$ cat config.mk
export PLATFORM = sky130hd
export DESIGN_NAME = cart_rom_server
export DESIGN_NICKNAME = d
export VERILOG_FILES = /design/src/rtl/cart_rom_server.sv
export SDC_FILE = /design/constraint.sdc
export NUM_CORES = 1
export LEC_CHECK = 0
export BUFFER_PORTS_ARGS = -buffer_cell sky130_fd_sc_hd__buf_2
export CAP_MARGIN = 0
export CORE_MARGIN = 4
export CORE_UTILIZATION = 55
export DETAILED_ROUTE_END_ITERATION = 10
export GPL_ROUTABILITY_DRIVEN = 0
export GPL_TIMING_DRIVEN = 1
export MAX_ROUTING_LAYER = met4
export PLACE_DENSITY = 0.75
export SYNTH_ARGS = -nofsm -noshare
export SYNTH_HDL_FRONTEND = slang
export SYNTH_SLANG_ARGS = --single-unit
$ cat constraint.sdc
create_clock -name clk_sys -period 6.3 [get_ports clk_sys]
set_input_delay 1.89 -clock clk_sys [delete_from_list [all_inputs] [get_ports clk_sys]]
set_output_delay 1.89 -clock clk_sys [all_outputs]
set_load 0.01 [all_outputs]
$ cat src/rtl/cart_rom_server.sv
// Cartridge ROM responder: serves byte reads from a 16-bit memory port through a
// two-entry word buffer with LRU replacement and optional next-word prefetch.
module cart_rom_server #(
  parameter int unsigned ADDR_W   = 19,
  parameter bit          PREFETCH = 1'b1
) (
  input  logic              clk_sys,
  input  logic              reset_n,
  input  logic [ADDR_W-1:0] addr_bus,
  input  logic              rom_read,
  input  logic              flush,
  output logic [7:0]        rom_dout,
  output logic              rom_busy,
  output logic              mem_req,
  output logic [ADDR_W-2:0] mem_addr,
  input  logic              mem_ack,
  input  logic [15:0]       mem_rdata
);
  localparam int unsigned WA_W = ADDR_W - 1;

  typedef enum logic [1:0] {S_IDLE, S_DEMAND, S_PREFETCH} state_t;

  state_t          state, state_nxt;
  logic [1:0]      valid;
  logic [WA_W-1:0] tag [2];
  logic [15:0]     data [2];
  logic            lru, tgt, pf_pending, pf_tgt, discard;
  logic [WA_W-1:0] pf_addr;
  logic [WA_W-1:0] word_addr, next_word;
  logic [1:0]      hit;
  logic            hit_any, hit_idx, miss, other, keep, dup, pf_skip;

  // Buffer lookup and fill-side helper terms
  always_comb begin
    word_addr = addr_bus[ADDR_W-1:1];
    next_word = mem_addr + WA_W'(1);
    hit[0]    = valid[0] && (tag[0] == word_addr);
    hit[1]    = valid[1] && (tag[1] == word_addr);
    hit_any   = |hit;
    hit_idx   = hit[1];
    miss      = rom_read && !hit_any;
    other     = ~tgt;
    keep      = !flush && !discard;
    dup       = valid[other] && (tag[other] == mem_addr);
    pf_skip   = valid[other] && (tag[other] == next_word);
  end

  assign rom_dout = !hit_any    ? 8'hFF :
                    addr_bus[0] ? data[hit_idx][15:8] : data[hit_idx][7:0];
  assign rom_busy = reset_n && miss;

  always_ff @(posedge clk_sys or negedge reset_n) begin
    if (!reset_n) state <= S_IDLE;
    else          state <= state_nxt;
  end

  // Demand misses win over a pending prefetch; a flush suppresses a new prefetch
  always_comb begin
    state_nxt = state;
    case (state)
      S_IDLE: begin
        if (miss)                       state_nxt = S_DEMAND;
        else if (pf_pending && !flush)  state_nxt = S_PREFETCH;
      end
      S_DEMAND, S_PREFETCH: begin
        if (mem_ack) state_nxt = S_IDLE;
      end
      default: state_nxt = S_IDLE;
    endcase
  end

  always_comb begin
    mem_req = 1'b0;
    if (state == S_DEMAND || state == S_PREFETCH) mem_req = 1'b1;
  end

  // Request address, buffer fills, LRU and prefetch bookkeeping
  always_ff @(posedge clk_sys or negedge reset_n) begin
    if (!reset_n) begin
      mem_addr   <= '0;
      valid      <= '0;
      tag        <= '{default: '0};
      data       <= '{default: '0};
      lru        <= 1'b0;
      tgt        <= 1'b0;
      pf_pending <= 1'b0;
      pf_addr    <= '0;
      pf_tgt     <= 1'b0;
      discard    <= 1'b0;
    end else begin
      if (rom_read && hit_any) lru <= ~hit_idx;
      case (state)
        S_IDLE: begin
          discard <= 1'b0;
          if (miss) begin
            mem_addr <= word_addr;
            tgt      <= lru;
            if (pf_pending && pf_addr == word_addr) pf_pending <= 1'b0;
          end else if (pf_pending && !flush) begin
            mem_addr <= pf_addr;
            tgt      <= pf_tgt;
          end
        end
        S_DEMAND: begin
          if (mem_ack) begin
            if (keep) begin
              valid[tgt] <= 1'b1;
              tag[tgt]   <= mem_addr;
              data[tgt]  <= mem_rdata;
              lru        <= other;
              if (dup) valid[other] <= 1'b0;
              if (PREFETCH && !pf_skip) begin
                pf_pending <= 1'b1;
                pf_addr    <= next_word;
                pf_tgt     <= other;
              end
            end
          end else if (flush) begin
            discard <= 1'b1;
          end
        end
        S_PREFETCH: begin
          if (mem_ack) begin
            pf_pending <= 1'b0;
            if (keep) begin
              valid[tgt] <= 1'b1;
              tag[tgt]   <= mem_addr;
              data[tgt]  <= mem_rdata;
              if (dup) valid[other] <= 1'b0;
            end
          end else if (flush) begin
            discard <= 1'b1;
          end
        end
        default: discard <= 1'b0;
      endcase
      // Flush overrides any fill landing on the same edge
      if (flush) begin
        valid      <= '0;
        pf_pending <= 1'b0;
      end
    end
  end

endmodule

==> results of run 1 <==
[worst register-to-register path: stages, from the launching register on]
cell and delay [ps]:
dfrtp_1 1040, buf_4 380, mux2i_1 260, xnor2_1 200, o221ai_1 180, or3_1 320
or4_1 580, or2_1 580, a211o_1 410
[power by group through the flow]
| stage | Sequential (mW) | Clock, mW | Combinational [mW] |
|---|---|---|---|
| finish | 1.52 | 0.914 | 1.73 |
| global route | 1.56 | 0.963 | 1.86 |
| CTS | 1.51 | 0.923 | 1.71 |
| detailed placement | 1.51 | 0 | 1.70 |
| global placement | 1.49 | 0 | 1.66 |
| floorplan | 1.33 | 0 | 1.37 |
[metal layers]
layer | vias to the layer above | GRT usage | routed length (µm)
li1 | 2346 | - | -
met3 | 39 | 0.0665 | 1500
met1 | 2682 | 0.345 | 7470
met2 | 268 | 0.429 | 8990
met4 | 0 | 0.104 | 448
met5 | - | - | 0
[metrics by stage]
| step | hold WS, ps | utilization |
|---|---|---|
| final | 499 | 0.641 |
| after global routing | 524 | 0.641 |
| after CTS | 504 | 0.641 |
| after detailed placement | 490 | 0.594 |
| after global placement | 484 | 0.594 |
| after floorplan | 474 | - |
[worst max-delay path by stage]
stage / start / to / cells after the start
global placement: addr_bus[5] / rom_dout[0] / 7
finish: addr_bus[7] / rom_dout[7] / 7
detailed placement: addr_bus[7] / rom_dout[7] / 7
floorplan: addr_bus[16] / rom_dout[0] / 5
global route: addr_bus[7] / rom_dout[7] / 7
CTS: addr_bus[7] / rom_dout[7] / 7
[placed cells by master, fill, tap and decap left out, types with 5 or more instances in the layout]
master,count
nor4_1,9
xnor2_1,71
buf_2,66
nand2b_1,17
nor2_1,17
a21oi_1,5
mux2_2,66
inv_1,14
o21ai_0,11
xor2_1,24
nor3_1,12
clkbuf_16,17
mux2i_1,21
buf_4,9
nand2_1,20
nand3_1,6
and3_1,5
dfrtp_1,113
o31ai_1,19
nand4_1,16
or2_2,9
clkinv_4,6
mux4_2,8
nor2b_1,5
a22o_1,40
a31oi_1,18
[cell usage after synthesis, drive strengths merged, types with 7 or more instances]
| cell | number |
|---|---|
| nor3 | 12 |
| inv | 14 |
| nand2 | 20 |
| o21ai | 12 |
| mux2 | 66 |
| clkbuf | 32 |
| nand2b | 17 |
| mux4 | 8 |
| a31oi | 18 |
| a22o | 40 |
| mux2i | 21 |
| nor2 | 18 |
| nor4 | 9 |
| or2 | 10 |
| nand3 | 7 |
| xor2 | 24 |
| o31ai | 19 |
| buf | 13 |
| dfrtp | 113 |
| nand4 | 16 |
| xnor2 | 71 |
[area by class of cell]
type / count / area, µm²
tap: 147 / 184
multi-input combinational: 444 / 3670
clock buffer: 19 / 433
sequential: 113 / 2830
timing repair buffer: 75 / 398
inverter: 14 / 52.6
fill: 949 / 4310
antenna: 1 / 2.50
clock inverter: 13 / 130
[registers in the layout (all words and copies together), names as in the netlist]
signal,flops
pf_pending,1
discard,1
tag,36
mem_addr,18
lru,1
valid,2
state,2
data,32
pf_tgt,1
tgt,1
pf_addr,18
[kinds of logic (layout without fill, tap and decap cells)]
kind of cell | Yosys count | in the layout | share of synthesized area
AOI/OAI and AO/OA | 112 | 112 | 0.124
xor gates and xnor gates | 97 | 97 | 0.130
adders and majority gates | 4 | 4 | 0.00743
buffers and inverters | 59 | 121 | 0.0381
DFF | 113 | 113 | 0.420
muxes | 95 | 95 | 0.168
other | 0 | 1 | 0
and+or+nand+nor | 136 | 136 | 0.112
==> flow_metrics.py, run 1 <==
metrics = {
    "status": {
        "status": "completed",
    },
    "critical_path": {
        "cp-end-kind": "output pin",
        "regToRegStartpoint": "tgt",
        "cp_max_fo": 14,
        "critPathMostFrequentCell": "buf_2",
        "worstPathRequired_ps": 4410,
        "path_class": "in2out",
        "reg2reg_setup_slack_ps": 2260,
        "path_delay_family": "simple AND/OR/NAND/NOR gates",
        "worstSetupStartpointType": "input pin",
        "r2r-end": "pf_tgt",
        "rr_worst_depth": 8,
        "crit_chain": "buf_2 -> xnor2_1 -> nand4_1 -> nor4_1 -> a22oi_1 -> or2_2 -> buf_2",
        "arrival_ps": 3840,
        "slowest_stage": "nor4_1",
        "slowest_delay_ps": 440,
        "critPathBufInv": 2,
    },
    "pwr": {
        "p_leak_nw": 3.23,
        "power_switching_mw": 1.67,
        "power.internal_mw": 2.49,
        "swShare": 0.402,
        "vdd_drop_max_v": 0.000268,
        "clkPwrFrac": 0.219,
        "power_density_nw_per_um2": 541,
        "p_total_mw": 4.16,
        "pwr-share-seq": 0.364,
        "p_comb_frac": 0.416,
    },
    "synthesis": {
        "synth_ff_type": "dfrtp_1",
        "post_synth_num_cell_types": 50,
        "synth.avg_cell_area_um2": 10.9,
        "ys_seq_area_frac": 0.420,
        "synth.area.top_cells": "dfrtp_1 (42%), mux2_2 (11%), xnor2_1 (9.2%), a22o_1 (5.2%), mux2i_1 (3.1%)",
        "async_flop_share": 1.00,
        "ys_warn_count": 0,
        "synth.top_cell.area_share": 0.420,
        "synth_edf_count": 0,
        "synthCells": 616,
        "synth_nets": 660,
        "ys_seq_elements": 113,
        "netlist_area_um2": 6740,
        "synth_top_area_cell": "dfrtp_1",
    },
    "worst_hold_path": {
        "min_delay_worst_endpoint": "data[12]",
        "min_path_type": "reg2reg",
        "hold_depth": 1,
        "min-delay-start": "data[12]",
    },
    "die": {
        "fp.dieH_um": 119,
        "die-area_um2": 14100,
        "pin_count": 68,
        "num_rows": 40,
        "start_util": 0.561,
        "die_x_um": 119,
        "coreArea_um2": 12000,
    },
    "clocking": {
        "cts_max_level": 4,
        "cts_sinks": 113,
        "cts_buffers": 17,
        "cts_tree": "done",
        "cts_root_buffer": "clkbuf_16",
        "clk_pin_slew_ps": 60,
        "cts_resized": 0,
        "cts_setup_buffers": 0,
        "ctsHoldBuffers": 0,
        "clockBufferDepth": 2,
        "insertion_delay_ps": 420,
    },
    "global_route": {
        "first_global_vias": 5387,
        "grt-ovfl-total": 0,
        "antenna_found_initial": 1,
        "grt_max_degree": 68,
        "grt_pass1_wl_um": 29000,
        "grtUsageTotal": 0.274,
    },
    "placed_design": {
        "portBuffers": 67,
        "place_inst": 793,
        "dp_hpwl_um": 12400,
        "dp_slack_ps": 593,
        "placed_cell_area_um2": 7130,
    },
    "timing": {
        "rsz0062_at_grt": "no",
        "finalCritPeriodShare": 0.909,
        "setup_viol": 0,
        "finalMaxSlewViolations": 0,
        "hold_viol": 0,
        "worst_slack_ps": 571,
        "clock_skew_ps": 9.19,
        "max_freq_ghz": 0.175,
        "tightest_slew_ps": 1130,
        "tns_ps": 0,
        "period_needed_ps": 5730,
        "max_slew_margin": 0.242,
    },
    "cells_and_area": {
        "final_cell_count_no_fill": 826,
        "final_layout_size_suffix_gt1_frac": 0.286,
        "fin_area_um2": 7700,
        "nets": 709,
        "syn_to_final_growth_pct": 14.3,
    },
    "detailed_routing": {
        "drc": 0,
        "wl_per_cell_um": 22.3,
        "dr.pass1.iters": 5,
        "wirelength_um": 18400,
        "viasPerCell": 6.46,
        "vias": 5335,
        "antenna_left": 0,
        "drt_iter0_drc": 528,
    },
    "flow_run": {
        "maxCapViolCount": 0,
    },
}
Note: power is estimated with default switching activity, not from simulation.
==> inputs of run 2 (changes only) <==
CORE_ASPECT_RATIO = 0.6   (was not set)
==> run 2 against run 1 <==
Non-clock buffer count increased by 2. Combinational power grew 3%. Critical path depth did not move. Cell count rose by 1.6%. First-iteration DRC count is 26% higher. Count of clock-buffer cells in the layout increased by 2. Clock skew hardly changed. Largest cell class unchanged. Critical endpoint is now rom_dout[3]. Hold slack improved by 2.0 ps. Maximum frequency is 3.4% lower. Die area grew 0.41%. Critical path type unchanged. Utilization rose by 3.0 points. Via count is 3.3% higher.
==> flow_metrics.py, run 2 (synthesized netlist as in run 1, its figures left out) <==
metrics = {
    "die": {
        "fp.dieH_um": 93.7,
        "num_rows": 30,
        "coreArea_um2": 11600,
        "die-area_um2": 14100,
        "die_x_um": 151,
        "start_util": 0.579,
        "pin_count": 68,
    },
    "clocking": {
        "clk_pin_slew_ps": 50,
        "ctsHoldBuffers": 0,
        "cts_buffers": 17,
        "cts_max_level": 4,
        "clockBufferDepth": 2,
        "cts_sinks": 113,
        "cts_resized": 0,
        "insertion_delay_ps": 420,
        "cts_tree": "done",
        "cts_root_buffer": "clkbuf_16",
        "cts_setup_buffers": 0,
    },
    "pwr": {
        "power.internal_mw": 2.67,
        "swShare": 0.393,
        "p_total_mw": 4.40,
        "vdd_drop_max_v": 0.000301,
        "pwr-share-seq": 0.353,
        "clkPwrFrac": 0.242,
        "p_leak_nw": 3.27,
        "power_switching_mw": 1.73,
        "p_comb_frac": 0.405,
        "power_density_nw_per_um2": 563,
    },
    "timing": {
        "max_slew_margin": 0.143,
        "max_freq_ghz": 0.169,
        "finalCritPeriodShare": 0.942,
        "setup_viol": 0,
        "tightest_slew_ps": 1290,
        "worst_slack_ps": 367,
        "hold_viol": 0,
        "period_needed_ps": 5930,
        "clock_skew_ps": 9.67,
        "finalMaxSlewViolations": 0,
        "tns_ps": 0,
        "hold_ws_ps": 501,
        "rsz0062_at_grt": "no",
    },
    "critical_path": {
        "arrival_ps": 4040,
        "rr_worst_depth": 9,
        "r2r-end": "pf_addr[6]",
        "regToRegStartpoint": "mem_addr[1]",
        "worstSetupStartpointType": "input pin",
        "cp-end-kind": "output pin",
        "path_class": "in2out",
        "reg2reg_setup_slack_ps": 2240,
        "worstPathRequired_ps": 4410,
        "cp_max_fo": 14,
    },
    "placed_design": {
        "place_inst": 808,
        "portBuffers": 67,
        "dp_hpwl_um": 14000,
        "dp_slack_ps": 493,
    },
    "global_route": {
        "grt_pass1_wl_um": 32500,
        "grt_max_degree": 66,
        "first_global_vias": 5514,
        "antenna_found_initial": 0,
        "grt-ovfl-total": 0,
        "grtUsageTotal": 0.315,
    },
    "cells_and_area": {
        "largest-register": "tag",
        "syn_to_final_growth_pct": 15.9,
        "final_layout_size_suffix_gt1_frac": 0.287,
        "final_cell_count_no_fill": 839,
        "most-common-layout-cells": "dfrtp_1 (113), xnor2_1 (71), mux2_2 (66), buf_2 (66), a22o_1 (40)",
        "nets": 711,
        "layout_commonest_cell": "dfrtp_1",
        "reg_top3": "tag (36), data (32)",
        "largest_reg_flops": 36,
        "diodes": 0,
    },
    "detailed_routing": {
        "drc": 0,
        "wirelength_um": 20700,
        "viasPerCell": 6.57,
        "vias": 5513,
        "drt_iter0_drc": 663,
        "dr.pass1.iters": 6,
        "wl_per_cell_um": 24.6,
        "antenna_left": 0,
    },
    "worst_hold_path": {
        "min_path_type": "reg2reg",
        "min_delay_worst_endpoint": "data[8]",
        "min-delay-start": "data[8]",
        "hold_depth": 1,
    },
    "flow_run": {
        "maxCapViolCount": 0,
    },
    "status": {
        "status": "completed",
    },
}
[run 2: changes by cell type in the layout (fill, tap and decap cells not counted), sizes merged]
cell / before / now
clkbuf: 19 / 21
clkinv: 7 / 4
buf: 75 / 77
diode: 1 / 0
bufinv: 1 / 5
inv: 18 / 14
[run 2: worst max-delay path by stage]
stage,start,end,slack [ps],depth (start not counted)
final,addr_bus[14],rom_dout[3],370,7
after global routing,addr_bus[3],rom_dout[2],260,7
after CTS,addr_bus[14],rom_dout[7],490,7
after detailed placement,addr_bus[14],rom_dout[7],490,7
after global placement,addr_bus[14],rom_dout[7],550,7
after floorplan,addr_bus[16],rom_dout[0],880,5
[run 2: final cells by class]
| class | instances | area (µm²) |
|---|---|---|
| Timing Repair Buffer | 77 | 413 |
| Sequential cell | 113 | 2830 |
| Clock buffer | 21 | 470 |
| Fill cell | 858 | 3830 |
| Tap cell | 160 | 200 |
| Multi-Input combinational cell | 444 | 3660 |
| Inverter | 14 | 52.6 |
| Clock inverter | 10 | 181 |
[run 2: worst max-delay path, stage by stage]
cell,delay [ps]
buf_2,140
xnor2_1,230
nand4_1,250
nor4_1,480
a22oi_1,470
or2_2,430
buf_2,140
[run 2: per-stage QoR]
stage	util	instance area [µm²]
2_1_floorplan	-	6740
3_3_place_gp	0.615	7160
3_5_place_dp	0.615	7160
4_1_cts	0.671	7810
5_1_grt	0.671	7810
6_report	0.671	7810
[run 2: power groups by stage]
stage | combinational (mW) | sequential [mW] | clock [mW]
4_1_cts | 1.74 | 1.53 | 1.07
6_report | 1.78 | 1.55 | 1.07
3_5_place_dp | 1.71 | 1.53 | 0
5_1_grt | 1.90 | 1.60 | 1.11
2_1_floorplan | 1.37 | 1.33 | 0
3_3_place_gp | 1.67 | 1.50 | 0
[run 2: per-layer routing]
layer / global-route usage / up-vias / share of wire
li1: - / 2349 / -
met1: 0.456 / 2714 / 0.44
met2: 0.422 / 389 / 0.41
met3: 0.0964 / 61 / 0.12
met4: 0.100 / 0 / 0.023
met5: - / - / 0
==> inputs of run 3 (changes only) <==
ABC_AREA = 1   (was not set)
CORE_UTILIZATION = 54   (was 55)
PLACE_DENSITY = 0.77   (was 0.75)
clock period = 4.8 ns   (was 6.3 ns; I/O delays follow)
==> run 3 against run 2 <==
Non-clock buffer count increased by 1. Register-to-register slack worse by 680 ps. Sequential power grew 25%. Critical path depth grew 6. Clock skew shrank 1.6 ps. Cell count increased by 57%. Global-route usage is 0.21 points higher. Hold slack worse by 16 ps. Worst setup slack got worse by 61 ps. First-iteration DRC count increased by 44%. Critical path type unchanged. Critical endpoint is now rom_dout[7]. Largest cell class unchanged.
==> flow_metrics.py, run 3 <==
metrics = {
    "worst_hold_path": {
        "min-delay-start": "pf_tgt",
        "hold_depth": 2,
        "min_path_type": "reg2reg",
        "min_delay_worst_endpoint": "pf_tgt",
    },
    "cells_and_area": {
        "final_layout_size_suffix_gt1_frac": 0.132,
        "reg_top3": "tag (36), data (32)",
        "syn_to_final_growth_pct": 15.6,
        "largest_reg_flops": 36,
        "most-common-layout-cells": "nand2_1 (368), o21ai_0 (147), inv_1 (133)",
        "final_core_util": 0.643,
        "nets": 1179,
        "largest-register": "tag",
        "layout_commonest_cell": "nand2_1",
    },
    "critical_path": {
        "r2r-end": "mem_addr[0]",
        "worstPathRequired_ps": 3360,
        "path_class": "in2out",
        "cp-end-kind": "output pin",
        "regToRegStartpoint": "tag[6]",
        "arrival_ps": 3050,
        "reg2reg_setup_slack_ps": 1560,
        "startpoint": "addr_bus[1]",
        "cp_max_fo": 35,
        "rr_worst_depth": 12,
        "worstSetupStartpointType": "input pin",
    },
    "clocking": {
        "cts_setup_buffers": 0,
        "cts_buffers": 17,
        "cts_max_level": 4,
        "insertion_delay_ps": 420,
        "ctsHoldBuffers": 0,
        "cts_root_buffer": "clkbuf_16",
        "clockBufferDepth": 2,
        "clk_pin_slew_ps": 50,
        "cts_resized": 0,
        "cts_tree": "done",
        "cts_sinks": 113,
    },
    "detailed_routing": {
        "antenna_left": 0,
        "viasPerCell": 5.68,
        "drt_iter0_drc": 956,
        "wl_per_cell_um": 17.7,
        "wirelength_um": 23400,
        "drc": 0,
        "vias": 7491,
        "dr.pass1.iters": 8,
    },
    "global_route": {
        "met3_usage": 0.107,
        "grt_max_degree": 68,
        "grt-ovfl-total": 0,
        "grtUsageTotal": 0.317,
        "first_global_vias": 6794,
        "grt_use_met2": 0.391,
        "gr-usage-met1": 0.484,
        "antenna_found_initial": 1,
        "top_usage_layer": "met1",
        "grt_pass1_wl_um": 36600,
    },
    "synthesis": {
        "ys_seq_area_frac": 0.392,
        "synth_ff_type": "dfrtp_1",
        "synth.avg_cell_area_um2": 6.72,
        "async_flop_share": 1.00,
        "synthCells": 1073,
        "post_synth_num_cell_types": 36,
        "ys_warn_count": 0,
        "synth_nets": 1117,
        "synth_common_cells": "nand2_1 (370), o21ai_0 (147), inv_1 (133)",
        "synth_top_area_cell": "dfrtp_1",
        "ys_seq_elements": 113,
        "synth_edf_count": 0,
        "synth.area.top_cells": "dfrtp_1 (39%), nand2_1 (19%), o21ai_0 (10%), inv_1 (6.9%), nand3_1 (3.7%)",
        "yosysMostFrequentCell": "nand2_1",
        "synth.top_cell.area_share": 0.392,
        "netlist_area_um2": 7210,
    },
    "timing": {
        "finalCritPeriodShare": 0.936,
        "hold_viol": 0,
        "tns_ps": 0,
        "period_needed_ps": 4490,
        "max_freq_ghz": 0.223,
        "rsz0062_at_grt": "no",
        "finalMaxSlewViolations": 0,
        "setup_viol": 0,
        "clock_skew_ps": 8.07,
        "max_slew_margin": 0.233,
        "tightest_slew_ps": 1150,
    },
    "placed_design": {
        "portBuffers": 67,
        "dp_hpwl_um": 17100,
    },
    "die": {
        "num_rows": 32,
        "coreArea_um2": 13000,
        "pin_count": 68,
        "fp.dieH_um": 97.5,
        "die_x_um": 157,
        "die-area_um2": 15300,
        "start_util": 0.556,
    },
    "pwr": {
        "p_leak_nw": 4.25,
        "power_density_nw_per_um2": 681,
        "vdd_drop_max_v": 0.000333,
    },
    "status": {
        "status": "completed",
    },
    "flow_run": {
        "maxCapViolCount": 0,
    },
}
run 3: cell types whose count changed in the layout (fill, tap and decap cells not counted), moves of 18 or more:
cell	previous run	this run
mux2_2	66	0
nor2_1	17	66
xnor2_1	71	7
a21oi_1	5	24
a31oi_1	18	0
o31ai_1	19	0
o21ai_0	11	147
a22o_1	40	0
nand2_1	20	368
nand3_1	6	53
inv_1	14	133
mux2i_1	21	0
run 3: routing by layer:
| metal | part of all wire | vias up | wire [µm] |
|---|---|---|---|
| li1 | - | 3540 | - |
| met1 | 0.45 | 3388 | 10600 |
| met2 | 0.38 | 492 | 8940 |
| met3 | 0.14 | 71 | 3350 |
| met4 | 0.024 | 0 | 550 |
| met5 | 0 | - | 0 |
run 3: power breakdown:
part	switching (mW)	internal (mW)
Combinational	1.59	0.804
Clock	0.451	0.898
Sequential	0.529	1.40
run 3: kinds of logic after synthesis:
family	count (synthesis)	synth area share
adder cells (fa/ha/maj)	4	0.00694
XOR/XNOR	29	0.0352
AO/OA/AOI/OAI	203	0.151
AND/OR/NAND/NOR	550	0.319
buffers and inverters	174	0.0966
flip-flops	113	0.392
run 3: worst max-delay path by stage:
stage	to	slack, ps	depth (start not counted)
after floorplan	rom_dout[3]	650	11
after global placement	rom_dout[0]	350	12
after detailed placement	rom_dout[3]	360	12
after CTS	rom_dout[3]	350	12
after global routing	rom_dout[7]	110	13
final	rom_dout[7]	310	13
run 3: area by class of cell:
| type | instances | area (µm²) |
|---|---|---|
| Timing Repair Buffer | 78 | 445 |
| Clock buffer | 24 | 512 |
| Fill cell | 1193 | 4630 |
| Sequential cell | 113 | 2830 |
| Tap cell | 170 | 213 |
| Multi-Input combinational cell | 786 | 3690 |
| Antenna cell | 1 | 2.50 |
| Clock inverter | 8 | 124 |
| Inverter | 139 | 522 |
run 3: worst max-delay path: stages:
cell,delay (ps)
buf_2,150
inv_1,110
nand2_1,130
nand2_1,70
nor2_1,120
nand2_1,60
nor2_1,130
nand3_2,110
buf_12,180
o21ai_0,180
a21oi_1,50
o21ai_0,150
buf_2,160
run 3: through the flow:
| stage | power, mW | worst slack [ps] | hold slack [ps] | area (µm²) | instances |
|---|---|---|---|---|---|
| 2_1_floorplan | 3.45 | 650 | 453 | 7210 | 1073 |
| 3_3_place_gp | 4.15 | 354 | 468 | 7700 | 1286 |
| 3_5_place_dp | 4.22 | 356 | 471 | 7700 | 1286 |
| 4_1_cts | 5.60 | 351 | 485 | 8340 | 1318 |
| 5_1_grt | 6.08 | 107 | 508 | 8340 | 1319 |
| 6_report | 5.68 | 306 | 485 | 8340 | 1319 |
